[config.mk]
export PLATFORM = sky130hd
export DESIGN_NAME = tomasulo_dispatch
export DESIGN_NICKNAME = d
export VERILOG_FILES = /design/src/rtl/tomasulo_pkg.sv /design/src/rtl/tomasulo_dispatch_tag_alloc.sv /design/src/rtl/tomasulo_dispatch.sv
export SDC_FILE = /design/constraint.sdc
export NUM_CORES = 1
export LEC_CHECK = 0
export CAP_MARGIN = 20
export CORE_MARGIN = 5
export CORE_UTILIZATION = 60
export CTS_CLUSTER_DIAMETER = 30
export DETAILED_ROUTE_END_ITERATION = 8
export GPL_ROUTABILITY_DRIVEN = 0
export GPL_TIMING_DRIVEN = 1
export PLACE_DENSITY = 0.85
export REMOVE_ABC_BUFFERS = 1
export SYNTH_ARGS = -nofsm -noshare
export SYNTH_HDL_FRONTEND = slang
export SYNTH_SLANG_ARGS = --single-unit
[constraint.sdc]
create_clock -name clk -period 10.9 [get_ports clk]
set_input_delay 1.635 -clock clk [delete_from_list [all_inputs] [get_ports clk]]
set_output_delay 1.635 -clock clk [all_outputs]
set_load 0.01 [all_outputs]
[src/rtl/tomasulo_pkg.sv]
// Shared types for the tomasulo dispatch/rename stage and its neighbours.
// Latency: n/a (types, constants and operand-packing helpers only).
// Backpressure: n/a.
package tomasulo_pkg;

  localparam int WORD_W  = 32;
  localparam int TAG_W   = 3;
  localparam int ROBID_W = 4;
  localparam int IMM_W   = 16;
  localparam int REG_W   = 3;   // wide enough for the largest supported NREG (8)

  typedef logic [WORD_W-1:0]  word_t;
  typedef logic [TAG_W-1:0]   tag_t;
  typedef logic [ROBID_W-1:0] robid_t;
  typedef logic [IMM_W-1:0]   imm_t;
  typedef logic [REG_W-1:0]   reg_t;

  typedef enum logic [2:0] {
    OP_ADD = 3'd0,
    OP_SUB = 3'd1,
    OP_AND = 3'd2,
    OP_OR  = 3'd3,
    OP_XOR = 3'd4,
    OP_LD  = 3'd5,
    OP_ST  = 3'd6,
    OP_NOP = 3'd7
  } opcode_t;

  // A waiting operand carries its producer tag in the low bits of the word slot.
  typedef struct packed {
    logic [WORD_W-TAG_W-1:0] pad;
    tag_t                    tag;
  } tagref_t;

  typedef union packed {
    word_t   w;
    tagref_t t;
  } oprand_u_t;

  typedef struct packed {
    logic      busy;
    oprand_u_t u;
  } oprand_t;

  typedef struct packed {
    opcode_t         opcode;
    robid_t          robid;
    tag_t            tag;
    oprand_t [1:0]   oprand;
    imm_t            imm;
  } dispatch_t;

  typedef struct packed {
    logic  vld;
    tag_t  tag;
    word_t wdata;
  } cdb_t;

  typedef struct packed {
    opcode_t      opcode;
    reg_t         dst;
    reg_t [1:0]   src;
    imm_t         imm;
  } inst_t;

  typedef struct packed {
    logic  busy;
    tag_t  tag;
    word_t data;
  } regstat_t;

  function automatic oprand_t mk_val(input word_t w);
    oprand_t o;
    o.busy = 1'b0;
    o.u.w  = w;
    return o;
  endfunction

  function automatic oprand_t mk_tag(input tag_t t);
    oprand_t o;
    o.busy    = 1'b1;
    o.u.t.pad = '0;
    o.u.t.tag = t;
    return o;
  endfunction

endpackage

[src/rtl/tomasulo_dispatch_tag_alloc.sv]
// Rename-tag free list: lowest-index allocate, CDB-driven release.
// Latency: allocation is combinational; a released tag becomes visible next cycle.
// Backpressure: avail=0 when every tag is in flight; caller must not alloc then.
// Ports: clk/rst (sync, active-high); alloc consumes alloc_tag; rel/rel_tag return a tag.
module tomasulo_tag_alloc
  import tomasulo_pkg::*;
#(
  parameter int NTAG = 8
) (
  input  logic clk,
  input  logic rst,
  input  logic alloc,
  input  logic rel,
  input  tag_t rel_tag,
  output logic avail,
  output tag_t alloc_tag
);

  logic [NTAG-1:0] free_r;

  // Scan from the top so the last write leaves the lowest free index.
  always_comb begin
    avail     = 1'b0;
    alloc_tag = '0;
    for (int i = NTAG - 1; i >= 0; i--) begin
      if (free_r[i]) begin
        avail     = 1'b1;
        alloc_tag = tag_t'(i);
      end
    end
  end

  // The released tag is in flight, hence never equal to alloc_tag: the two
  // updates touch different bits.
  always_ff @(posedge clk) begin
    if (rst) begin
      free_r <= '1;
    end else begin
      if (alloc) free_r[alloc_tag] <= 1'b0;
      if (rel)   free_r[rel_tag]   <= 1'b1;
    end
  end

endmodule

[src/rtl/tomasulo_dispatch.sv]
// Dispatch/rename stage feeding the reservation station; snoops the CDB.
// Latency: 1 cycle from accepted ins to dis_vld_r/dis_r.
// Backpressure: ins_accept drops on rob_full, zero RS credits, empty tag pool or bypass stall.
// Ports: clk/rst (sync, active-high); ins_vld/ins/ins_accept front-end handshake;
//   rob_full; rs_iss_vld_r returns one RS credit; cdb_r broadcast; dis_vld_r/dis_r to RS.
// Option: TOMASULO_DISPATCH_CDB_BYPASS_EN enables same-cycle CDB-to-source bypass;
//   without it an instruction whose source matches the live broadcast waits one cycle.
module tomasulo_dispatch
  import tomasulo_pkg::*;
#(
  parameter int NREG = 8,
  parameter int NTAG = 8,
  parameter int RS_N = 4
) (
  input  logic      clk,
  input  logic      rst,
  input  logic      ins_vld,
  input  inst_t     ins,
  output logic      ins_accept,
  input  logic      rob_full,
  input  logic      rs_iss_vld_r,
  input  cdb_t      cdb_r,
  output logic      dis_vld_r,
  output dispatch_t dis_r
);

  localparam int CRED_W = $clog2(RS_N + 1);

  regstat_t          rf [NREG];
  logic [CRED_W-1:0] credits;
  robid_t            robid;
  logic              tag_avail;
  tag_t              new_tag;
  logic              bypass_stall;
  logic [1:0]        cdb_hit;
  oprand_t [1:0]     opr;

  tomasulo_tag_alloc #(.NTAG(NTAG)) u_tag_alloc (
    .clk       (clk),
    .rst       (rst),
    .alloc     (ins_accept),
    .rel       (cdb_r.vld),
    .rel_tag   (cdb_r.tag),
    .avail     (tag_avail),
    .alloc_tag (new_tag)
  );

  // Operands read the mapping as it stands before this instruction's own
  // rename, so src == dst naturally returns the previous value/tag.
  always_comb begin
    bypass_stall = 1'b0;
    cdb_hit      = '0;
    opr          = '0;
    for (int o = 0; o < 2; o++) begin
      cdb_hit[o] = rf[ins.src[o]].busy & cdb_r.vld & (rf[ins.src[o]].tag == cdb_r.tag);
      if (!rf[ins.src[o]].busy) begin
        opr[o] = mk_val(rf[ins.src[o]].data);
`ifdef TOMASULO_DISPATCH_CDB_BYPASS_EN
      end else if (cdb_hit[o]) begin
        opr[o] = mk_val(cdb_r.wdata);
`endif
      end else begin
        opr[o] = mk_tag(rf[ins.src[o]].tag);
      end
    end
`ifndef TOMASULO_DISPATCH_CDB_BYPASS_EN
    // The RS would miss this broadcast; wait until the writeback lands.
    bypass_stall = |cdb_hit;
`endif
  end

  assign ins_accept = ins_vld & ~rob_full & (credits != '0) & tag_avail & ~bypass_stall;

  // CDB writeback first, then rename: a same-cycle rename of the same
  // register overrides busy/tag while the data field still takes wdata.
  always_ff @(posedge clk) begin
    if (rst) begin
      for (int r = 0; r < NREG; r++) rf[r] <= '0;
    end else begin
      for (int r = 0; r < NREG; r++) begin
        if (cdb_r.vld && rf[r].busy && (rf[r].tag == cdb_r.tag)) begin
          rf[r].data <= cdb_r.wdata;
          rf[r].busy <= 1'b0;
        end
        if (ins_accept && (ins.dst == reg_t'(r))) begin
          rf[r].busy <= 1'b1;
          rf[r].tag  <= new_tag;
        end
      end
    end
  end

  // Credits mirror free RS slots, covering the RS full flag's pipeline lag.
  always_ff @(posedge clk) begin
    if (rst) begin
      credits <= CRED_W'(RS_N);
    end else begin
      case ({ins_accept, rs_iss_vld_r})
        2'b10:   credits <= credits - CRED_W'(1);
        2'b01: begin
          assert (credits != CRED_W'(RS_N));
          if (credits != CRED_W'(RS_N)) credits <= credits + CRED_W'(1);
        end
        default: ;
      endcase
    end
  end

  always_ff @(posedge clk) begin
    if (rst) begin
      robid     <= '0;
      dis_vld_r <= 1'b0;
    end else begin
      dis_vld_r <= ins_accept;
      if (ins_accept) robid <= robid + robid_t'(1);
    end
  end

  // Payload register is deliberately left out of reset.
  always_ff @(posedge clk) begin
    if (!rst && ins_accept) begin
      dis_r.opcode <= ins.opcode;
      dis_r.robid  <= robid;
      dis_r.tag    <= new_tag;
      dis_r.oprand <= opr;
      dis_r.imm    <= ins.imm;
    end
  end

endmodule

==> impl_metrics.env <==
export IMPL_status="finished, final reports clean"
export IMPL_fin_crit_ps=6990
export IMPL_critPathCaptureType="primary output"
export IMPL_grt_pass1_wl_mm=76.5
export IMPL_diodes=0
export IMPL_p_per_area_mw_per_mm2=190
export IMPL_post_cts_setup_buffers=0
export IMPL_max_slew_margin_pct=20.0
export IMPL_grt_setup_unrepaired="no"
export IMPL_grt_max_degree=72
export IMPL_clk_pin_slew_worst_paths_ps=50
export IMPL_start_util_pct=61.0
export IMPL_vdd_ir_drop_max_uv=104
export IMPL_crit_type="input port to primary output"
export IMPL_wirelength_mm=50.0
export IMPL_cts_buffers=69
export IMPL_netlist_top_cells_area="edfxtp_1 61%, mux4_2 18%, nor2_1 6.0%, mux2i_1 3.5%, dfxtp_1 1.7%"
export IMPL_fin_skew_ps=22.3
export IMPL_first_pass_iters=5
export IMPL_fin_setup_tns_ps=0
export IMPL_ys_seq_area_share_pct=62.5
export IMPL_io_buffers=162
export IMPL_path_buf_inv=3
export IMPL_die_y_um=187
export IMPL_fmax_ghz=0.143
export IMPL_core_area_mm2=0.0307
export IMPL_fin_crit_sh_pct=64.1
export IMPL_final_net_count=1465
export IMPL_row_count=64
export IMPL_grt_ovfl_total=0
export IMPL_cp_cell_sequence="buf_4 -> mux4_2 -> mux2_2 -> nand2_1 -> or4_4 -> nand2_4 -> inv_4 -> clkdlybuf4s50_1"
export IMPL_critPathSlowestCell="mux2_2"
export IMPL_hpwl_mm=26.7
export IMPL_synthArstFlopShare_pct=0
export IMPL_cp_required_ps=9270
export IMPL_fill_cells=1757
export IMPL_power_mw=4.37
export IMPL_final_common_cell="edfxtp_1"
export IMPL_synth_flop_cell="edfxtp_1"
export IMPL_synthToLayoutAreaGrowth_pct=22.7
export IMPL_netlist_area_leader_share_pct=60.8
export IMPL_yosysWarnings=0
export IMPL_arrival_ps=5360
export IMPL_synth_edf_count=380
export IMPL_cp_depth=8
export IMPL_ys_seq_elements=396
export IMPL_critPathTopFamily="buffers and inverters"
export IMPL_drv_slew=0
export IMPL_hold_class="flip-flop to flip-flop"
export IMPL_hold_violations=0
export IMPL_drive_gt1_share_pct=21.0
export IMPL_worstMarginPinSlew_ps=1200
export IMPL_final_cell_mix="380 x edfxtp_1, 300 x nor2_1, 155 x clkdlybuf4s50_1"
export IMPL_cts_hold_buffers=0
export IMPL_startpoint_type="input port"
export IMPL_route_antenna_remaining_nets=0
export IMPL_ys_types=52
export IMPL_avgSynthCellArea_um2=15.2
export IMPL_p_leak_nw=8.39
export IMPL_netlist_instances=1231
export IMPL_reg2regPathDepth=7
export IMPL_antenna_found_initial=0
export IMPL_netlist_area_mm2=0.0188
export IMPL_critical_path_max_fanout=69
export IMPL_fin_hold_ws_ps=454
export IMPL_drt_iter0_markers=1538
export IMPL_cts_tree="done"
export IMPL_grt_util_all_layers_pct=28.6
export IMPL_setup_violations=0
export IMPL_wl_per_cell_um=27.1
export IMPL_via_count=12300
export IMPL_min_path_cells=0
export IMPL_io_pins=163
export IMPL_via_per_inst=6.66
export IMPL_die_area_mm2=0.0349
export IMPL_first_global_vias=13200
export IMPL_clock_sinks=396
export IMPL_die_x_um=187
export IMPL_htree_levels=3
export IMPL_cts_resized=0
export IMPL_slowest_delay_ps=880
export IMPL_drc_errors=0
export IMPL_cts_path_max_buffers=3
export IMPL_clock_latency_ps=570
export IMPL_drv_cap=0
export IMPL_yosys_area_top_type="edfxtp_1"
export IMPL_cts_root_buf="clkbuf_16"
[path summary, 6_finish.rpt]
path | slack (ps) | end | start
worst max-delay path | 3910 | ins_accept | ins[20]
worst min-delay path | 450 | dis_r[88] | robid[3]
worst max register to register | 6520 | dis_r[68] | rf[1][35]
worst min register to register | 450 | dis_r[88] | robid[3]
[synthesized netlist by cell type, drive strengths merged (4+ instances only)]
cell type and instances:
edfxtp 380, nor2 301, mux4 150, mux2i 65, clkbuf 55, nand2b 44, inv 38, buf 32
xor2 21, nand2 19, dfxtp 16, xnor2 13, nand3 10, nor2b 10, a21oi 8, nand4 8
a211oi 6, a31oi 5, o21bai 5, a21o 4, or2 4
[final cells by class]
cell class / instances / area, µm² / area share (%)
Sequential cell: 396 / 11700 / 51.0
Multi-Input combinational cell: 710 / 6540 / 28.4
Clock buffer: 78 / 1780 / 7.74
Timing Repair Buffer: 179 / 1740 / 7.55
Clock inverter: 49 / 579 / 2.52
Tap cell: 396 / 495 / 2.15
Inverter: 38 / 145 / 0.631
[sequential cells by signal, indices dropped and copies added, names as in the netlist]
register,flops
rf,288
dis_r,92
u_tag_alloc.free_r,8
robid,4
credits,3
dis_vld_r,1
[worst reg2reg max path: cells and delay by family (launching register included)]
kind | cells | cell delay, ps
simple gates | 3 | 1400
mux | 2 | 1020
buf+inv | 1 | 750
flops | 1 | 490
compound gates | 1 | 290
[power breakdown]
part | internal [mW] | switching [mW] | leakage, nW
clock network | 1.41 | 0.776 | 1.14
logic | 0.175 | 0.213 | 3.29
registers | 1.75 | 0.0429 | 3.96
[cell families (layout without fill, tap and decap cells)]
family	Yosys count	in the layout	share of synthesized area, %
DFF	396	396	62.5
buffers and inverters	125	344	2.71
adders and majority gates	2	2	0.173
xor gates and xnor gates	34	34	1.59
and+or+nand+nor	412	412	9.51
AOI/OAI and AO/OA	45	45	1.87
muxes	217	217	21.6
[metrics by stage]
step / setup slack (ps) / area, µm² / util (%) / std cells
floorplan: 3340 / 18400 / - / 1144
global placement: 4100 / 20600 / 67.1 / 1718
detailed placement: 4030 / 20600 / 67.1 / 1718
CTS: 4000 / 23000 / 74.8 / 1845
global route: 3800 / 23000 / 74.8 / 1846
finish: 3910 / 23000 / 74.8 / 1846
[metal layers]
metal	vias up	share of wire, %	track usage (%)
met2	970	51	48.8
met5	-	0	0
met3	200	11	6.61
li1	4999	-	-
met4	0	4.7	14.1
met1	6117	33	34.5
(Power assumes the default switching activity.)
